$ cat src/rtl/kamus_pkg.sv
// rtl/kamus_pkg.sv - shared kamus types: operations, decoded instruction, execute sequencer states
package kamus_pkg;

    localparam int XLEN            = 32;
    localparam int MULDIV_ITER_CNT = 32;

    typedef enum logic [4:0] {
        ADD, SUB, XOR, OR, AND, SLL, SRL, SRA, SLT, SLTU,
        MUL, MULH, MULHSU, MULHU, DIV, DIVU, REM, REMU
    } op_e;

    typedef struct packed {
        op_e        op;
        logic [4:0] rd;
    } instr_decoded_t;

    typedef enum logic [1:0] {IDLE, ALU, MULDIV, DONE} ex_seq_state_e;

    function automatic logic is_m_op(op_e op);
        return op inside {MUL, MULH, MULHSU, MULHU, DIV, DIVU, REM, REMU};
    endfunction

    function automatic logic is_div_op(op_e op);
        return op inside {DIV, DIVU, REM, REMU};
    endfunction

endpackage

$ cat src/rtl/kamus_muldiv_iter.sv
// rtl/kamus_muldiv_iter.sv - iterative RV32M unit: radix-2 shift-add multiply, restoring divide
module kamus_muldiv_iter
    import kamus_pkg::*;
(
    input  logic            clk_i,
    input  logic            rst_i,
    input  logic            kill_i,
    input  logic            start_i,
    input  op_e             op_i,
    input  logic [XLEN-1:0] a_i,
    input  logic [XLEN-1:0] b_i,
    output logic            done_o,
    output logic [XLEN-1:0] result_o
);

    logic            run_q, fix_q, neg_q, rneg_q;
    logic [4:0]      cnt_q;
    op_e             op_q;
    logic [XLEN-1:0] hi_q, lo_q, addend_q;

    logic            a_signed, b_signed, sa, sb;
    logic [XLEN-1:0] ma, mb, hi_step, lo_step;
    logic [XLEN:0]   sum, shifted, diff;
    logic [63:0]     prod;

    // Signedness of each operand for the operation being started, and its magnitude
    always_comb begin
        a_signed = op_i inside {MUL, MULH, MULHSU, DIV, REM};
        b_signed = op_i inside {MUL, MULH, DIV, REM};
        sa       = a_signed & a_i[XLEN-1];
        sb       = b_signed & b_i[XLEN-1];
        ma       = sa ? (~a_i + 32'd1) : a_i;
        mb       = sb ? (~b_i + 32'd1) : b_i;
    end

    // One result bit per step; {hi,lo} is the product or the {remainder,quotient} pair
    always_comb begin
        sum     = {1'b0, hi_q} + (lo_q[0] ? {1'b0, addend_q} : 33'd0);
        shifted = {hi_q, lo_q[XLEN-1]};
        diff    = shifted - {1'b0, addend_q};
        if (is_div_op(op_q)) begin
            hi_step = diff[XLEN] ? shifted[XLEN-1:0] : diff[XLEN-1:0];
            lo_step = {lo_q[XLEN-2:0], ~diff[XLEN]};
        end else begin
            hi_step = sum[XLEN:1];
            lo_step = {sum[0], lo_q[XLEN-1:1]};
        end
    end

    // Sign fix-up applied to the magnitude result once all steps are done
    always_comb begin
        prod = neg_q ? (~{hi_q, lo_q} + 64'd1) : {hi_q, lo_q};
        case (op_q)
            MUL:                 result_o = prod[31:0];
            MULH, MULHSU, MULHU: result_o = prod[63:32];
            DIV, DIVU:           result_o = neg_q ? (~lo_q + 32'd1) : lo_q;
            default:             result_o = rneg_q ? (~hi_q + 32'd1) : hi_q;
        endcase
    end

    assign done_o = fix_q;

    // Operand load, iteration counter and step registers
    always_ff @(posedge clk_i) begin
        if (rst_i) begin
            run_q    <= 1'b0;
            fix_q    <= 1'b0;
            cnt_q    <= 5'd0;
            op_q     <= ADD;
            hi_q     <= '0;
            lo_q     <= '0;
            addend_q <= '0;
            neg_q    <= 1'b0;
            rneg_q   <= 1'b0;
        end else if (kill_i) begin
            run_q <= 1'b0;
            fix_q <= 1'b0;
            cnt_q <= 5'd0;
        end else if (start_i) begin
            run_q    <= 1'b1;
            fix_q    <= 1'b0;
            cnt_q    <= 5'd0;
            op_q     <= op_i;
            hi_q     <= '0;
            lo_q     <= is_div_op(op_i) ? ma : mb;
            addend_q <= is_div_op(op_i) ? mb : ma;
            // a zero divisor yields an all-ones quotient that must stay unsigned
            neg_q    <= is_div_op(op_i) ? ((sa ^ sb) & (b_i != '0)) : (sa ^ sb);
            rneg_q   <= sa;
        end else if (run_q) begin
            hi_q  <= hi_step;
            lo_q  <= lo_step;
            cnt_q <= cnt_q + 5'd1;
            if (cnt_q == 5'(MULDIV_ITER_CNT - 1)) begin
                run_q <= 1'b0;
                fix_q <= 1'b1;
            end
        end else begin
            fix_q <= 1'b0;
        end
    end

endmodule

$ cat src/rtl/kamus_ex_sequencer.sv
// rtl/kamus_ex_sequencer.sv - execute-stage sequencer; KAMUS_M_EXT_EN adds the iterative M unit
module kamus_ex_sequencer
    import kamus_pkg::*;
(
    input  logic            clk_i,
    input  logic            rst_i,
    input  logic            flush_i,
    input  logic            in_valid_i,
    output logic            in_ready_o,
    input  instr_decoded_t  instr_i,
    input  logic [XLEN-1:0] rs1_value_i,
    input  logic [XLEN-1:0] rs2_value_i,
    output instr_decoded_t  ex_instr_o,
    output logic [XLEN-1:0] ex_rs1_o,
    output logic [XLEN-1:0] ex_rs2_o,
    input  logic [XLEN-1:0] ex_result_i,
    output logic            out_valid_o,
    input  logic            out_ready_i,
    output instr_decoded_t  out_instr_o,
    output logic [XLEN-1:0] result_o,
    output logic            busy_o
);

    ex_seq_state_e   state_q, state_d, accept_state;
    instr_decoded_t  ex_instr_q;
    logic [XLEN-1:0] ex_rs1_q, ex_rs2_q, result_q, result_d;
    logic            accept;

    assign in_ready_o  = !flush_i && ((state_q == IDLE) || ((state_q == DONE) && out_ready_i));
    assign accept      = in_valid_i && in_ready_o;
    assign out_valid_o = (state_q == DONE);
    assign ex_instr_o  = ex_instr_q;
    assign ex_rs1_o    = ex_rs1_q;
    assign ex_rs2_o    = ex_rs2_q;
    assign out_instr_o = ex_instr_q;
    assign result_o    = result_q;

`ifdef KAMUS_M_EXT_EN
    logic            md_done;
    logic [XLEN-1:0] md_result;

    kamus_muldiv_iter u_muldiv_iter (
        .clk_i    (clk_i),
        .rst_i    (rst_i),
        .kill_i   (flush_i),
        .start_i  (accept && is_m_op(instr_i.op)),
        .op_i     (instr_i.op),
        .a_i      (rs1_value_i),
        .b_i      (rs2_value_i),
        .done_o   (md_done),
        .result_o (md_result)
    );

    assign busy_o       = (state_q == MULDIV);
    assign accept_state = is_m_op(instr_i.op) ? MULDIV : ALU;
`else
    assign busy_o       = 1'b0;
    assign accept_state = ALU;
`endif

    // Next state and result capture; flush overrides everything but reset
    always_comb begin
        state_d  = state_q;
        result_d = result_q;
        case (state_q)
            IDLE: if (accept) state_d = accept_state;
            ALU: begin
                result_d = ex_result_i;
                state_d  = DONE;
            end
`ifdef KAMUS_M_EXT_EN
            MULDIV: if (md_done) begin
                result_d = md_result;
                state_d  = DONE;
            end
`endif
            DONE: if (out_ready_i) state_d = accept ? accept_state : IDLE;
            default: state_d = IDLE;
        endcase
        if (flush_i) state_d = IDLE;
    end

    // State, result and the instruction/operands latched on accept
    always_ff @(posedge clk_i) begin
        if (rst_i) begin
            state_q    <= IDLE;
            result_q   <= '0;
            ex_instr_q <= '0;
            ex_rs1_q   <= '0;
            ex_rs2_q   <= '0;
        end else begin
            state_q  <= state_d;
            result_q <= result_d;
            if (accept) begin
                ex_instr_q <= instr_i;
                ex_rs1_q   <= rs1_value_i;
                ex_rs2_q   <= rs2_value_i;
            end
        end
    end

endmodule

$ cat config.mk
export PLATFORM = sky130hd
export DESIGN_NAME = kamus_ex_sequencer
export DESIGN_NICKNAME = d
export VERILOG_FILES = /design/src/rtl/kamus_pkg.sv /design/src/rtl/kamus_muldiv_iter.sv /design/src/rtl/kamus_ex_sequencer.sv
export SDC_FILE = /design/constraint.sdc
export NUM_CORES = 1
export LEC_CHECK = 0
export CAP_MARGIN = 5
export CORE_MARGIN = 3
export CORE_UTILIZATION = 36
export DETAILED_ROUTE_END_ITERATION = 12
export HOLD_SLACK_MARGIN = 0.03
export PLACE_DENSITY = 0.86
export SLEW_MARGIN = 30
export SYNTH_ARGS = -nofsm -noshare
export SYNTH_HDL_FRONTEND = slang
export SYNTH_SLANG_ARGS = --single-unit
$ cat constraint.sdc
create_clock -name clk_i -period 1.4 [get_ports clk_i]
set_clock_uncertainty 0.1 [all_clocks]
set_input_delay 0.35 -clock clk_i [delete_from_list [all_inputs] [get_ports clk_i]]
set_output_delay 0.35 -clock clk_i [all_outputs]
set_load 0.03 [all_outputs]
## Word level (Yosys, flattened, before mapping)

Cells that the tools add are included.
W data, S select, Z words.

| operators by class | value |
|---|---|
| equal/unequal tests | 4 |
| multiplexer cells | 4 |
| reduce and logical (&&, ||, !) cells | 8 |

Operators by type and width:

| operator | count |
|---|---|
| $pmux W2 S3 | 1 |
| $mux W2 | 2 |
| $logic_and A1 B1 Y1 | 3 |
| $eq A2 B1 Y1 const B | 1 |
| $eq A2 B2 Y1 const B | 1 |
| $logic_not A2 Y1 | 1 |
| $ne A2 B1 Y1 const B | 1 |
| $ne A2 B2 Y1 const B | 1 |
| $reduce_and A2 Y1 | 1 |
| $reduce_or A2 Y1 | 1 |
| $logic_not A1 Y1 | 1 |
| $logic_or A1 B1 Y1 | 1 |
| $mux W1 | 1 |

| word-level totals | value |
|---|---|
| bits in registers | 108 |
| input bits | 111 |

## Depth between registers and ports, before layout

Gate-level depths: netlist (run 1).

| logic depth | value |
|---|---|
| depth in word-level cells | 8 |
| mapped depth | 6 |
| depth with buffers taken out | 3 |

## Least setup slack after synthesis (run 1)

OpenSTA, ideal clock, no wires.

| path | value |
|---|---|
| path kind | flip-flop to output port |
| from | register state_q[0] |
| to | output port in_ready_o |
| data arrival time | 1.006 ns |
| data required time | 0.950 ns |
| path slack | -0.056 ns |
| cell stages (with the launch flop) | 4 |
| buffers on the path | 0 |
| cells stage by stage | dfxtp_1 > and3_1 > nor2_1 > nor2_1 |

| between the ends | value |
|---|---|
| word-level cells in the longest chain between the ends | 4 |

Ends and longest elaborated chain:

| item | RTL line | RTL |
|---|---|---|
| start: declaration | kamus_ex_sequencer.sv:24 | `ex_seq_state_e state_q, state_d, accept_state;` |
| start signal: assignment | kamus_ex_sequencer.sv:92 | `state_q <= state_d;` |
| $eq A2 B2 Y1 | kamus_ex_sequencer.sv:29 | `assign in_ready_o = !flush_i && ((state_q == IDLE) \|\| ((state_q == DONE) && out_ready_i));` |
| $logic_and A1 B1 Y1 | kamus_ex_sequencer.sv:29 |  |
| $logic_or A1 B1 Y1 * | kamus_ex_sequencer.sv:29 |  |
| $logic_and A1 B1 Y1 * | kamus_ex_sequencer.sv:29 |  |
| end: declaration | kamus_ex_sequencer.sv:9 | `output logic in_ready_o,` |

Mark *: on every way between the ends. The rest lies on a longest branch, timed or not.

## Worst setup path after layout (run 1)

Ends and elaborated chain as after synthesis.

==> out/summary.log, run 1 <==
INFO  worst_setup_path worst-path-buf-inv=1
INFO  route          route.antenna.remaining_nets=0
INFO  global_routing grt_overflow_total=0
INFO  placement      place_congestion=0.776
INFO  synth          post-synth-top-area-cell=sky130_fd_sc_hd__dfxtp_1
INFO  global_routing grt_start_max_net_pins=111
INFO  layout         final_layout_size_suffix_gt1_share=25.1%
INFO  timing         setup-violations-final=76
INFO  clocking       cts_htree_levels=3
INFO  worst_setup_path timing.critical_path.arrival=1.19ns
INFO  outcome        status=complete, but fails checks
INFO  timing         post-route-worst-setup-slack=-0.244ns
INFO  synth          synth_commonest_cells=sky130_fd_sc_hd__nand2b_1, sky130_fd_sc_hd__dfxtp_1, sky130_fd_sc_hd__mux2i_1, sky130_fd_sc_hd__nand2_1, sky130_fd_sc_hd__a21oi_1
INFO  worst_setup_path max_stage_delay=0.37ns
INFO  global_routing groute.usage.overall=18.3%
INFO  floorplan      cell_rows=40
INFO  timing         totalNegativeSetupSlack=-11.94ns
INFO  flow_run       timing.max_cap.violations=0
INFO  layout         seq_area=0.00217mm2
INFO  pwr            p_leak=3.09nW
INFO  timing         fin_crit_sh=117%
INFO  min_path       hold_crit_path_type=input port to flip-flop
INFO  synth          syn_nets=600
INFO  synth          biggest_area_contributors_in_the_synthesized_netlist=sky130_fd_sc_hd__dfxtp_1, sky130_fd_sc_hd__nand2b_1, sky130_fd_sc_hd__mux2i_1
INFO  route          detail_route.first_pass.iterations=4
INFO  clocking       numCtsBuffers=9
INFO  route          wl=13.3mm
INFO  synth          postSynthRegisterBits=108
INFO  synth          syn_area=0.00462mm2
INFO  floorplan      initial_core_util=37.7%
INFO  worst_setup_path timing.critical_path.to_type=output port
INFO  clocking       cts.path.max_buffers=2
INFO  synth          synth-compound-area-share=4.12%
INFO  synth          yosysWarningCount=0
INFO  worst_setup_path cp.required=0.95ns
INFO  clocking       clkLatencyLatePin=0.33ns
INFO  worst_setup_path cp-start-kind=flip-flop
INFO  timing         rsz_0062_raised_after_global_routing=yes
INFO  route          drt-wirelength-per-cell=14.9um
INFO  worst_setup_path crit_fanout=4
INFO  route          drc=0
INFO  synth          main_combinational_cell_family_by_area_after_synthesis=simple AND/OR/NAND/NOR gates
INFO  synth          synth_xor_area_share=0%
INFO  pwr            ir_worst_vdd=0.000512V
INFO  global_routing grt_pass1_wl=21.0mm
INFO  clocking       root_buffer=sky130_fd_sc_hd__clkbuf_16
INFO  layout         layout-area-overhead-vs-synth=63.2%
INFO  worst_setup_path critical_path_class=flip-flop to output port
INFO  placement      detailedPlacementHpwl=9.06mm
INFO  route          vias_per_cell=4.54
INFO  pwr            pwr_density_cell=978mW/mm2
INFO  layout         stdcell_area=0.00753mm2
INFO  clocking       cts.clk_slew.worst_paths=0.07ns
INFO  synth          yosys.cell_count.top_type=sky130_fd_sc_hd__nand2b_1
INFO  outcome        violated_checks=setup timing
INFO  synth          postSynth.asyncResetShare=0%
INFO  global_routing antenna_found_initial=1
INFO  layout         nets=828
INFO  worst_setup_path timing.critical_path.cells=and3_4 > nor2_4 > nor2_4 > buf_6
INFO  synth          top_ff_cell_synth=sky130_fd_sc_hd__dfxtp_1
INFO  synth          simple_gate_portion_of_the_synthesized_area=26.2%
INFO  synth          yosys.area_share.adder=0%
INFO  synth          synth.avg_cell_area=9.44um2
INFO  timing         finalHoldViolCount=0
INFO  synth          synth_top_area_share=46.8%
INFO  placement      place.port_buffers=228
INFO  worst_setup_path crit_path_top_delay_cell=sky130_fd_sc_hd__dfxtp_2
INFO  synth          postSynthCellCount=489
INFO  synth          synth_seq_area_share=46.8%
INFO  timing         max_freq=0.608GHz
INFO  floorplan      dieArea=0.0142mm2
INFO  timing         final.min_clock_period=1.64ns
INFO  synth          synth_cell_types=18
INFO  clocking       numClockSinks=108
INFO  route          vias=4038
INFO  floorplan      floorplan.core_area=0.0123mm2
INFO  layout         multiInputGateArea=0.00219mm2
INFO  floorplan      die_x=119um
INFO  synth          muxShareOfSynthArea=16.0%
INFO  clocking       tritoncts=yes
INFO  worst_setup_path kind_of_cell_adding_the_most_delay_to_the_critical_path=flip-flops
INFO  timing         final_max_slew_viol_count=0
INFO  route          initial_drc_count=179
INFO  worst_setup_path worst_path_most_repeated_cell=sky130_fd_sc_hd__nor2_4
INFO  floorplan      floorplan.die.height=119um
INFO  global_routing first_global_vias=4202
INFO  layout         final.fill_count=1027
INFO  floorplan      ios=230
INFO  synth          synth_edf_count=0
INFO  placement      post_dp_cell_area=0.00669mm2
[registers in the layout (all words and copies together), names as in the netlist]
register,cells
ex_instr_o,10
ex_rs1_o,32
ex_rs2_o,32
result_o,32
state_q,2
[cells by family after synthesis]
group / count (synthesis)
AO/OA/AOI/OAI: 37
buffers and inverters: 48
flip-flops: 108
multiplexers: 74
other: 1
AND/OR/NAND/NOR: 221
[cell usage in the layout (no fill, tap or decap)]
cell type	synthesis	routed
sky130_fd_sc_hd__inv_1	2	2
sky130_fd_sc_hd__dfxtp_4	0	1
sky130_fd_sc_hd__clkinvlp_4	0	1
sky130_fd_sc_hd__clkdlybuf4s50_1	0	108
sky130_fd_sc_hd__clkinv_4	0	1
sky130_fd_sc_hd__nor2_4	0	2
sky130_fd_sc_hd__clkbuf_8	0	3
sky130_fd_sc_hd__mux2i_1	74	72
sky130_fd_sc_hd__buf_6	1	11
sky130_fd_sc_hd__buf_4	12	122
sky130_fd_sc_hd__dlygate4sd2_1	0	1
sky130_fd_sc_hd__and2_4	0	1
sky130_fd_sc_hd__diode_2	0	1
sky130_fd_sc_hd__dfxtp_2	0	2
sky130_fd_sc_hd__nor2_1	4	1
sky130_fd_sc_hd__nand2b_1	149	149
sky130_fd_sc_hd__clkbuf_16	0	9
sky130_fd_sc_hd__conb_1	1	1
sky130_fd_sc_hd__o211a_4	0	1
sky130_fd_sc_hd__and3_4	0	1
sky130_fd_sc_hd__nand2_1	65	65
sky130_fd_sc_hd__a21oi_1	34	34
sky130_fd_sc_hd__buf_16	0	16
sky130_fd_sc_hd__buf_12	0	5
sky130_fd_sc_hd__nor2b_2	0	1
sky130_fd_sc_hd__o21ai_0	2	2
sky130_fd_sc_hd__clkinv_2	0	1
sky130_fd_sc_hd__mux2i_2	0	2
sky130_fd_sc_hd__dfxtp_1	108	105
sky130_fd_sc_hd__nor2_2	0	1
[where the power goes]
group | internal [W] | switching (W) | leakage, nW
Combinational | 0.000867 | 0.000751 | 2.06
Sequential | 0.00322 | 0.0000908 | 0.883
Clock | 0.00134 | 0.00109 | 0.141
Total | 0.00543 | 0.00193 | 3.09
[through the flow]
step                hold slack [ns]  power, W  worst slack, ns  std cells  utilization (%)
floorplan                     0.342   0.00414           0.0138        489                -
global placement              0.342   0.00475           -0.505        850             54.6
detailed placement            0.352   0.00478           -0.573        850             54.6
CTS                           0.255   0.00744           -0.286        889             61.2
global route                  0.287   0.00768           -0.296        890             61.4
finish                        0.277   0.00736           -0.244        890             61.4
[layout make-up]
cell class              instances  area share [%]
well taps                     168            2.79
flip-flops and latches        108            28.8
multi-input cells             333            29.0
inverters                       2          0.0997
repair buffers                263            35.4
clock buffers                  12            3.54
clock inverters                 3           0.282
diodes                          1          0.0332
[timing repair]
item,CTS,global route
buffers inserted,10,0
hold endpoints to repair,0,0
pin swaps,3,2
resized for setup,34,6
cloned,14,0
endpoints found under the setup margin,77,76
hold buffers,0,0
[per-layer routing]
| metal | vias to the layer above | global-route usage, % | routed length [um] |
|---|---|---|---|
| li1 | 2011 | - | - |
| met1 | 1869 | 20.4 | 5220 |
| met2 | 143 | 33.3 | 7020 |
| met3 | 15 | 4.75 | 855 |
| met4 | 0 | 6.66 | 171 |
| met5 | - | 0 | 0 |
[final timing paths]
| path | start | to | slack (ns) | depth (start not counted) |
|---|---|---|---|---|
| worst max-delay path | state_q[0]$_SDFFE_PP0P_ | in_ready_o | -0.24 | 4 |
| worst min-delay path | out_ready_i | state_q[1]$_SDFFE_PP0P_ | 0.28 | 2 |
| worst min register to register | result_o[2]$_SDFFE_PP0P_ | result_o[2]$_SDFFE_PP0P_ | 0.36 | 2 |
| worst max register to register | state_q[0]$_SDFFE_PP0P_ | ex_rs2_o[20]$_SDFFE_PP0P_ | -0.21 | 6 |
(Power assumes the default switching activity.)
==> run 2, diff against run 1 <==
SKIP_LAST_GASP = 1   (was default)
SYNTH_HIERARCHICAL = 1   (was default)
==> results of run 2 <==
No change in the layout: final DEF, timing and power equal those of run 1.
Main changes from that run: Yosys warning count 0 -> 6
